`src/rtl/led_point_scanner.sv`:
```
// Purpose: collects 10-bit LED point words into a double-buffered 16x32 frame and row-scans it out.
// Latency: col_data follows row/front changes by one CLK; all outputs registered. No backpressure: pt_in sampled every CLK.
// Optional BLANK_GAP_EN: darkens the first BLANK_CYCLES of every row dwell.
module led_point_scanner #(
    parameter logic [21:0] ROW_CYCLES   = 22'd2000,
    parameter logic [21:0] ACC_CYCLES   = 22'd262144,
    parameter logic [21:0] BLANK_CYCLES = 22'd100
) (
    input  logic        CLK,
    input  logic        RSTn,
    input  logic [9:0]  pt_in,
    output logic [3:0]  row_addr,
    output logic [31:0] col_data,
    output logic        row_en,
    output logic        frame_swap
);

    logic [15:0][31:0] front_q, front_d;
    logic [15:0][31:0] back_q,  back_d;
    logic [21:0]       acc_q,   acc_d;
    logic [21:0]       dwell_q, dwell_d;
    logic [3:0]        row_q,   row_d;
    logic              pend_q,  pend_d;
    logic [31:0]       col_q,   col_d;
    logic              row_en_q, row_en_d;
    logic              swap_q;

    logic acc_wrap;
    logic dwell_wrap;
    logic swap_w;
    logic in_gap;

    always_comb begin
        acc_wrap   = (acc_q == ACC_CYCLES - 22'd1);
        dwell_wrap = (dwell_q == ROW_CYCLES - 22'd1);
        swap_w     = dwell_wrap && (row_q == 4'd15) && pend_q;

        acc_d   = acc_wrap   ? 22'd0 : acc_q + 22'd1;
        dwell_d = dwell_wrap ? 22'd0 : dwell_q + 22'd1;
        row_d   = dwell_wrap ? row_q + 4'd1 : row_q;

        // A swap consumes the pending request even if a new window closes on the same cycle.
        if (swap_w)
            pend_d = 1'b0;
        else if (acc_wrap)
            pend_d = 1'b1;
        else
            pend_d = pend_q;

        front_d = swap_w ? back_q : front_q;
        back_d  = swap_w ? '0     : back_q;
        if (!pt_in[9])
            back_d[pt_in[3:0]][{pt_in[8], pt_in[7:4]}] = 1'b1;

`ifdef BLANK_GAP_EN
        in_gap = (dwell_d < BLANK_CYCLES);
`else
        in_gap = 1'b0;
`endif
        row_en_d = !in_gap;
        col_d    = in_gap ? 32'd0 : front_q[row_q];
    end

    always_ff @(posedge CLK or negedge RSTn) begin
        if (!RSTn) begin
            front_q  <= '0;
            back_q   <= '0;
            acc_q    <= 22'd0;
            dwell_q  <= 22'd0;
            row_q    <= 4'd0;
            pend_q   <= 1'b0;
            col_q    <= 32'd0;
            row_en_q <= 1'b0;
            swap_q   <= 1'b0;
        end else begin
            front_q  <= front_d;
            back_q   <= back_d;
            acc_q    <= acc_d;
            dwell_q  <= dwell_d;
            row_q    <= row_d;
            pend_q   <= pend_d;
            col_q    <= col_d;
            row_en_q <= row_en_d;
            swap_q   <= swap_w;
        end
    end

    assign row_addr   = row_q;
    assign col_data   = col_q;
    assign row_en     = row_en_q;
    assign frame_swap = swap_q;

endmodule
```
`config.mk`:
```
export PLATFORM = sky130hd
export DESIGN_NAME = led_point_scanner
export DESIGN_NICKNAME = d
export VERILOG_FILES = /design/src/rtl/led_point_scanner.sv
export SDC_FILE = /design/constraint.sdc
export NUM_CORES = 2
export LEC_CHECK = 0
export CAP_MARGIN = 20
export CORE_AREA = 2 2 406 207
export CTS_BUF_LIST = sky130_fd_sc_hd__clkbuf_8
export CTS_CLUSTER_DIAMETER = 100
export DETAILED_ROUTE_END_ITERATION = 10
export DIE_AREA = 0 0 408 209
export GPL_TIMING_DRIVEN = 1
export PLACE_DENSITY_LB_ADDON = 0.1
export SLEW_MARGIN = 20
export SYNTH_ARGS = -nofsm -noshare
export SYNTH_HDL_FRONTEND = slang
export SYNTH_SLANG_ARGS = --single-unit
```
`constraint.sdc`:
```
create_clock -name CLK -period 5.85 [get_ports CLK]
set_input_delay 0.8775 -clock CLK [delete_from_list [all_inputs] [get_ports CLK]]
set_output_delay 0.8775 -clock CLK [all_outputs]
set_load 0.02 [all_outputs]
```
==> impl_metrics.yaml <==
run_status:
  status: "finished clean"
synth:
  synth_seq_cells: 1107
  synth-xor-area-share_pct: 0.787
  syn_area_um2: 44500
  synth-compound-area-share_pct: 11.2
  synthesis.nets: 2879
  synth_cell_types: 46
  ys_seq_area_share_pct: 62.2
  async_flop_share_pct: 100
  synth_top_family_by_area: "multiplexers"
  syn_inst: 2864
  synth_mux_area_share_pct: 19.9
  yosys.area_share.simple_pct: 2.62
  yosys_warnings: 0
  synth_top_area_share_pct: 62.2
  synthAdderAreaFrac_pct: 0.0843
  syn_avg_cell_area_um2: 15.5
  ys_top_cells_by_area: "dfrtp_1, mux2_2, mux4_2, o2bb2ai_1, a22o_1"
  synth_top_area_cell: "dfrtp_1"
  synth_edf_count: 0
  synth_flop_cell: "dfrtp_1"
global_route:
  grt_first_pass_wirelength_um: 172000
  grt_pass1_vias: 26900
  grt_max_degree: 185
  grt-ovfl-total: 0
  track_usage_pct: 26.6
  antenna_found_initial: 4
setup_path:
  critPathSlowestCell: "dfrtp_4"
  rrSetupSlack_ns: 2.33
  slowest_delay_ns: 0.88
  cp.required_ns: 4.97
  crit_path_end_kind: "primary output"
  worstPathCellList: "buf_12, clkdlybuf4s50_1"
  worst-path-max-fanout: 83
  startpoint_type: "register"
  crit_arrival_ns: 3.17
  crit_type: "register to primary output"
  rr_worst_depth: 6
clock_tree:
  numCtsBuffers: 152
  ctsResizeCount: 0
  clk_pin_slew_ns: 0.07
  postCtsHoldBufs: 0
  clock-sinks: 1107
  cts_tree: "done"
  cts_htree_levels: 4
  post_cts_buffers: 0
  clockRootBuffer: "clkbuf_8"
  insertion_delay_ns: 0.80
  clockBufferDepth: 3
drt:
  dr.pass1.iters: 5
  wl_per_cell_um: 27.0
  vias: 25800
  via_per_inst: 6.30
  drt_iter0_drc: 2441
  drc: 0
  postRouteAntennaNets: 0
  drt-total-wl_um: 111000
sta:
  max_freq_mhz: 247
  final.setup.tns_ns: 0
  slew_headroom_pct: 21.6
  finalHoldViolations: 0
  tightestPinTransition_ns: 1.17
  timing.final.crit_share_pct: 69.2
  finalSetupViolations: 0
  timing.hold.ws_ns: 0.122
  skew_ns: 0.0256
  slew_violations: 0
  rsz0062_at_grt: "false"
  layout_min_cycle_time_ns: 4.05
power:
  p_comb_share_pct: 3.0
  leakagePower_nw: 23.0
  switching_share_pct: 23.0
  p_sw_w: 0.00331
  internal_power_w: 0.0111
  pwr-share-clk_pct: 42.0
  power_density_nw_per_um2: 295
  p_seq_share_pct: 55.0
  ir_worst_vdd_uv: 196
floorplan:
  die_x_um: 408
  ios: 50
  start_util_pct: 54.1
  rows: 75
  fp.dieArea_um2: 85300
  core_area_um2: 82300
  die_h_um: 209
final_layout:
  syn_to_final_growth_pct: 9.80
  drive_above_1_share_pct: 32.2
  finalNetCount: 2877
hold_path:
  hp-class: "primary input to asynchronous set/reset pin"
placement:
  dp.final_hpwl_um: 61200
  portBuffers: 49
  gp_congestion: 0.781
flow_run:
  max-cap-violations: 0
==> registers in the layout, summed over array words and instances (netlist names) <==
register    cells
col_data       32
front_q       512
row_addr        4
frame_swap      1
back_q        512
row_en          1
acc_q          22
dwell_q        22
pend_q          1
==> per-layer routing <==
layer	global-route usage, %	wire (um)	vias to the layer above	part of all wire (%)
li1	-	-	10800	-
met1	43.4	55200	14100	50
met4	6.60	1760	2	1.6
met2	35.7	46100	761	42
met3	5.86	7420	157	6.7
met5	0	12	-	0.011
==> power by group through the flow <==
stage / sequential [W] / clock [W] / combinational (W)
final: 0.00791 / 0.00605 / 0.000435
after global routing: 0.00793 / 0.00657 / 0.000489
after CTS: 0.00791 / 0.00620 / 0.000446
after detailed placement: 0.00805 / 0 / 0.000445
after global placement: 0.00804 / 0 / 0.000426
after floorplan: 0.00803 / 0 / 0.000194
==> stage by stage <==
step | util (%) | power [W] | cells | area [um2] | setup slack [ns]
2_1_floorplan | - | 0.00822 | 2864 | 44500 | 3.28
5_1_grt | 59.4 | 0.0150 | 4094 | 48900 | 1.57
6_report | 59.4 | 0.0144 | 4096 | 48900 | 1.80
3_3_place_gp | 55.6 | 0.00847 | 3823 | 45700 | 2.08
3_5_place_dp | 55.6 | 0.00850 | 3823 | 45800 | 2.27
4_1_cts | 59.4 | 0.0146 | 4093 | 48900 | 1.64
==> placed cells by master, fill, tap and decap left out, drive strengths merged, types with 7 or more instances in the layout <==
cell type      instances
inv                   45
xnor2                 20
mux4                 128
nor2b                  8
xor2                  20
nand4                 12
and3                   7
buf                   47
a22oi                 64
a22o                 192
nand2b                 7
dfrtp               1107
mux2                 514
o2bb2ai              320
nor3                  14
clkbuf               204
clkinv                18
nand2                 70
nand3                 31
clkdlybuf4s50         48
nor2                  52
==> synth_stat cells, drive strengths merged, types with 4 or more instances <==
| cell | number |
|---|---|
| clkbuf | 120 |
| o2bb2ai | 320 |
| mux2 | 514 |
| nor2 | 52 |
| xnor2 | 20 |
| nor3 | 14 |
| dfrtp | 1107 |
| a22oi | 64 |
| nor4 | 6 |
| or3 | 4 |
| buf | 131 |
| mux4 | 128 |
| nor3b | 4 |
| nand3b | 4 |
| and3 | 7 |
| nand3 | 31 |
| nand2 | 70 |
| nand2b | 7 |
| a22o | 192 |
| and4 | 6 |
| nand4 | 12 |
| xor2 | 20 |
| nor2b | 8 |
==> worst max-delay path: cells and delay by family, from the launching register on <==
kind,cells,cell delay [ns]
buf+inv,2,1.42
flops,1,0.88
==> area by class of cell <==
class / count / area, um2
clock inverters: 66 / 303
clock buffers: 204 / 2810
multi-input cells: 1503 / 15600
inverters: 3 / 11.3
diodes: 2 / 5.00
repair buffers: 95 / 1070
fillers: 6259 / 33400
well taps: 1116 / 1400
flip-flops and latches: 1107 / 27700
==> path summary, 6_finish.rpt <==
check	to	startpoint
hold reg to reg	dwell_q[21]	dwell_q[21]
hold / removal	front_q[16]	RSTn
setup reg to reg	front_q[304]	dwell_q[0]
min in group CLK	dwell_q[21]	dwell_q[21]
setup / recovery	row_addr[0]	row_addr[0]
max in group asynchronous	row_addr[1]	RSTn
==> kinds of logic (layout without fill, tap and decap cells) <==
group	after synthesis	after routing
compound gates	582	582
flops	1107	1107
xor+xnor	40	40
other cells	1	3
mux	642	642
simple gates	235	235
buf+inv	254	368
fa+ha+maj	3	3
(Power assumes the default switching activity.)
==> variant, RTL diff (same flow settings) <==
Register the output `row_addr` once more, with the module's reset; this adds one clock of latency there. The other outputs are not delayed to match.
--- a/src/rtl/led_point_scanner.sv
+++ b/src/rtl/led_point_scanner.sv
@@ -86,5 +86,11 @@
     end
 
-    assign row_addr   = row_q;
+    always_ff @(posedge CLK or negedge RSTn) begin
+        if (!RSTn) begin
+            row_addr <= '0;
+        end else begin
+            row_addr <= row_q;
+        end
+    end
     assign col_data   = col_q;
     assign row_en     = row_en_q;
Formal check against the unedited RTL: no difference found for any inputs over 4 cycles, from zero or initial values and one cycle with RSTn low; that may be too few to reach the edited logic, so the function may still have changed.
==> variant against the original RTL <==
Wire length shrank 0.95%; fmax up 12%; design area rose by 0.24%; power hardly changed; worst setup slack gained 440 ps; synthesized area up 0.22%; sequential cell count up 4; synthesized cell count up 0.14%; critical path depth up 4; critical endpoint is now front_q[142]$_DFFE_PN0P_; largest cell class unchanged.
==> variant: results <==
[clock_network]
clock_latency_ps = 800
clockBufferDepth = 3
post-cts-setup-buffers = 0
clk_pin_slew_ps = 60
cts_buffers = 153
ctsResizeCount = 0
cts_root_buffer = clkbuf_8
cts_max_level = 4

[synthesis]
yosys-top-cells-count = dfrtp_1 (1,111), mux2_2 (459), o2bb2ai_1 (320), a22o_1 (192), mux4_2 (128)
synth-compound-area-share_pct = 11.2
ys_seq_area_share_pct = 62.3
synth-xor-area-share_pct = 0.785
synth_fa_ha_area_share_pct = 0.0841
synth_ff_type = dfrtp_1
yosys-mux-area-fraction_pct = 19.9
ys_warn_count = 0
synthTopCellsByArea = dfrtp_1 (62%), mux2_2 (12%), mux4_2 (6.5%)
ys_types = 46
async_flop_share_pct = 100
synth_nets = 2883

[global_route]
grt_start_max_net_pins = 186
grt_use_total_pct = 26.3
grt_first_pass_wirelength_mm = 172
grt_pass1_vias = 27177
use_met1_pct = 42.3
antenna_found_initial = 7
grt_use_met2_pct = 35.9
grt_use_met3_pct = 6.26

[setup_path]
cp_max_fo = 150
crit_start = dwell_q[0]$_DFF_PN0_
r2r_end = front_q[142]$_DFFE_PN0P_
reg2regPathDepth = 6
cp-end-kind = flip-flop
rrSetupSlack_ps = 2230

[power]
p_leak_nw = 23.1
ir_worst_vdd_mv = 0.198

[cells_and_area]
num-fill-cells = 6272
drive_above_1_share_pct = 31.8

[routing]
drtIter0Drc = 2253
vias = 25641
wl_per_cell_um = 26.6
dr.pass1.iters = 5

[hold_path]
hp-class = in2async

[timing]
tightest_slew_ps = 1230
skew_ps = 27.2

[placement]
place_hpwl_mm = 62.1
gp_congestion = 0.794

[run_status]
outcome = finished clean
==> variant: changes by cell type after synthesis <==
cell,before,now
dfrtp_1,1107,1111
buf_1,19,16
clkbuf_1,120,123
==> variant: where the power goes <==
| part | internal, mW | switching (mW) | leakage [nW] | total [mW] |
|---|---|---|---|---|
| clock | 3.09 | 2.94 | 1.78 | 6.04 |
| sequential | 7.85 | 0.0918 | 15.4 | 7.94 |
| combinational | 0.154 | 0.280 | 5.90 | 0.433 |
==> variant: cells by family after synthesis <==
| kind of cell | after synthesis |
|---|---|
| compound gates | 582 |
| xor+xnor | 40 |
| fa+ha+maj | 3 |
| buf+inv | 254 |
| flops | 1111 |
| mux | 642 |
| other cells | 1 |
| simple gates | 235 |
==> variant: cell type report <==
class	count	area, um2	share of cell area [%]
Clock buffer	196	2700	5.50
Multi-Input combinational cell	1503	15600	31.8
Sequential cell	1111	27800	56.7
Tap cell	1116	1400	2.85
Clock inverter	78	397	0.809
Inverter	3	11.3	0.0230
Timing Repair Buffer	103	1110	2.27
Antenna cell	2	5.00	0.0102
==> variant: how the worst min path moves through the flow <==
stage,startpoint,to,slack [ps],cells after the start
floorplan,row_q[0]$_DFFE_PN0N_,row_addr[0]$_DFF_PN0_,380,0
detailed placement,dwell_q[21]$_DFF_PN0_,dwell_q[21]$_DFF_PN0_,460,1
finish,RSTn,acc_q[12]$_DFF_PN0_,80,1
global placement,dwell_q[21]$_DFF_PN0_,dwell_q[21]$_DFF_PN0_,460,1
global route,RSTn,acc_q[12]$_DFF_PN0_,90,1
CTS,RSTn,acc_q[12]$_DFF_PN0_,60,1
==> variant: stage by stage <==
stage / cell area, um2 / cells / worst slack [ps]
after floorplan: 44600 / 2868 / 3280
after global placement: 45900 / 3836 / 2420
after detailed placement: 45900 / 3836 / 2310
after CTS: 49000 / 4110 / 2380
after global routing: 49000 / 4110 / 2190
final: 49000 / 4112 / 2230
==> variant: routing by layer <==
metal / vias to the layer above / wire length [um]
li1: 10849 / -
met1: 13879 / 54300
met2: 735 / 45800
met3: 174 / 7310
met4: 4 / 2070
met5: - / 21
==> variant: critical path, cell delays in order, from the launching register on <==
cell	delay [ps]
dfrtp_1	400
ha_1	400
nand3_2	140
or4_4	490
or4_4	900
buf_12	360
mux2_4	480
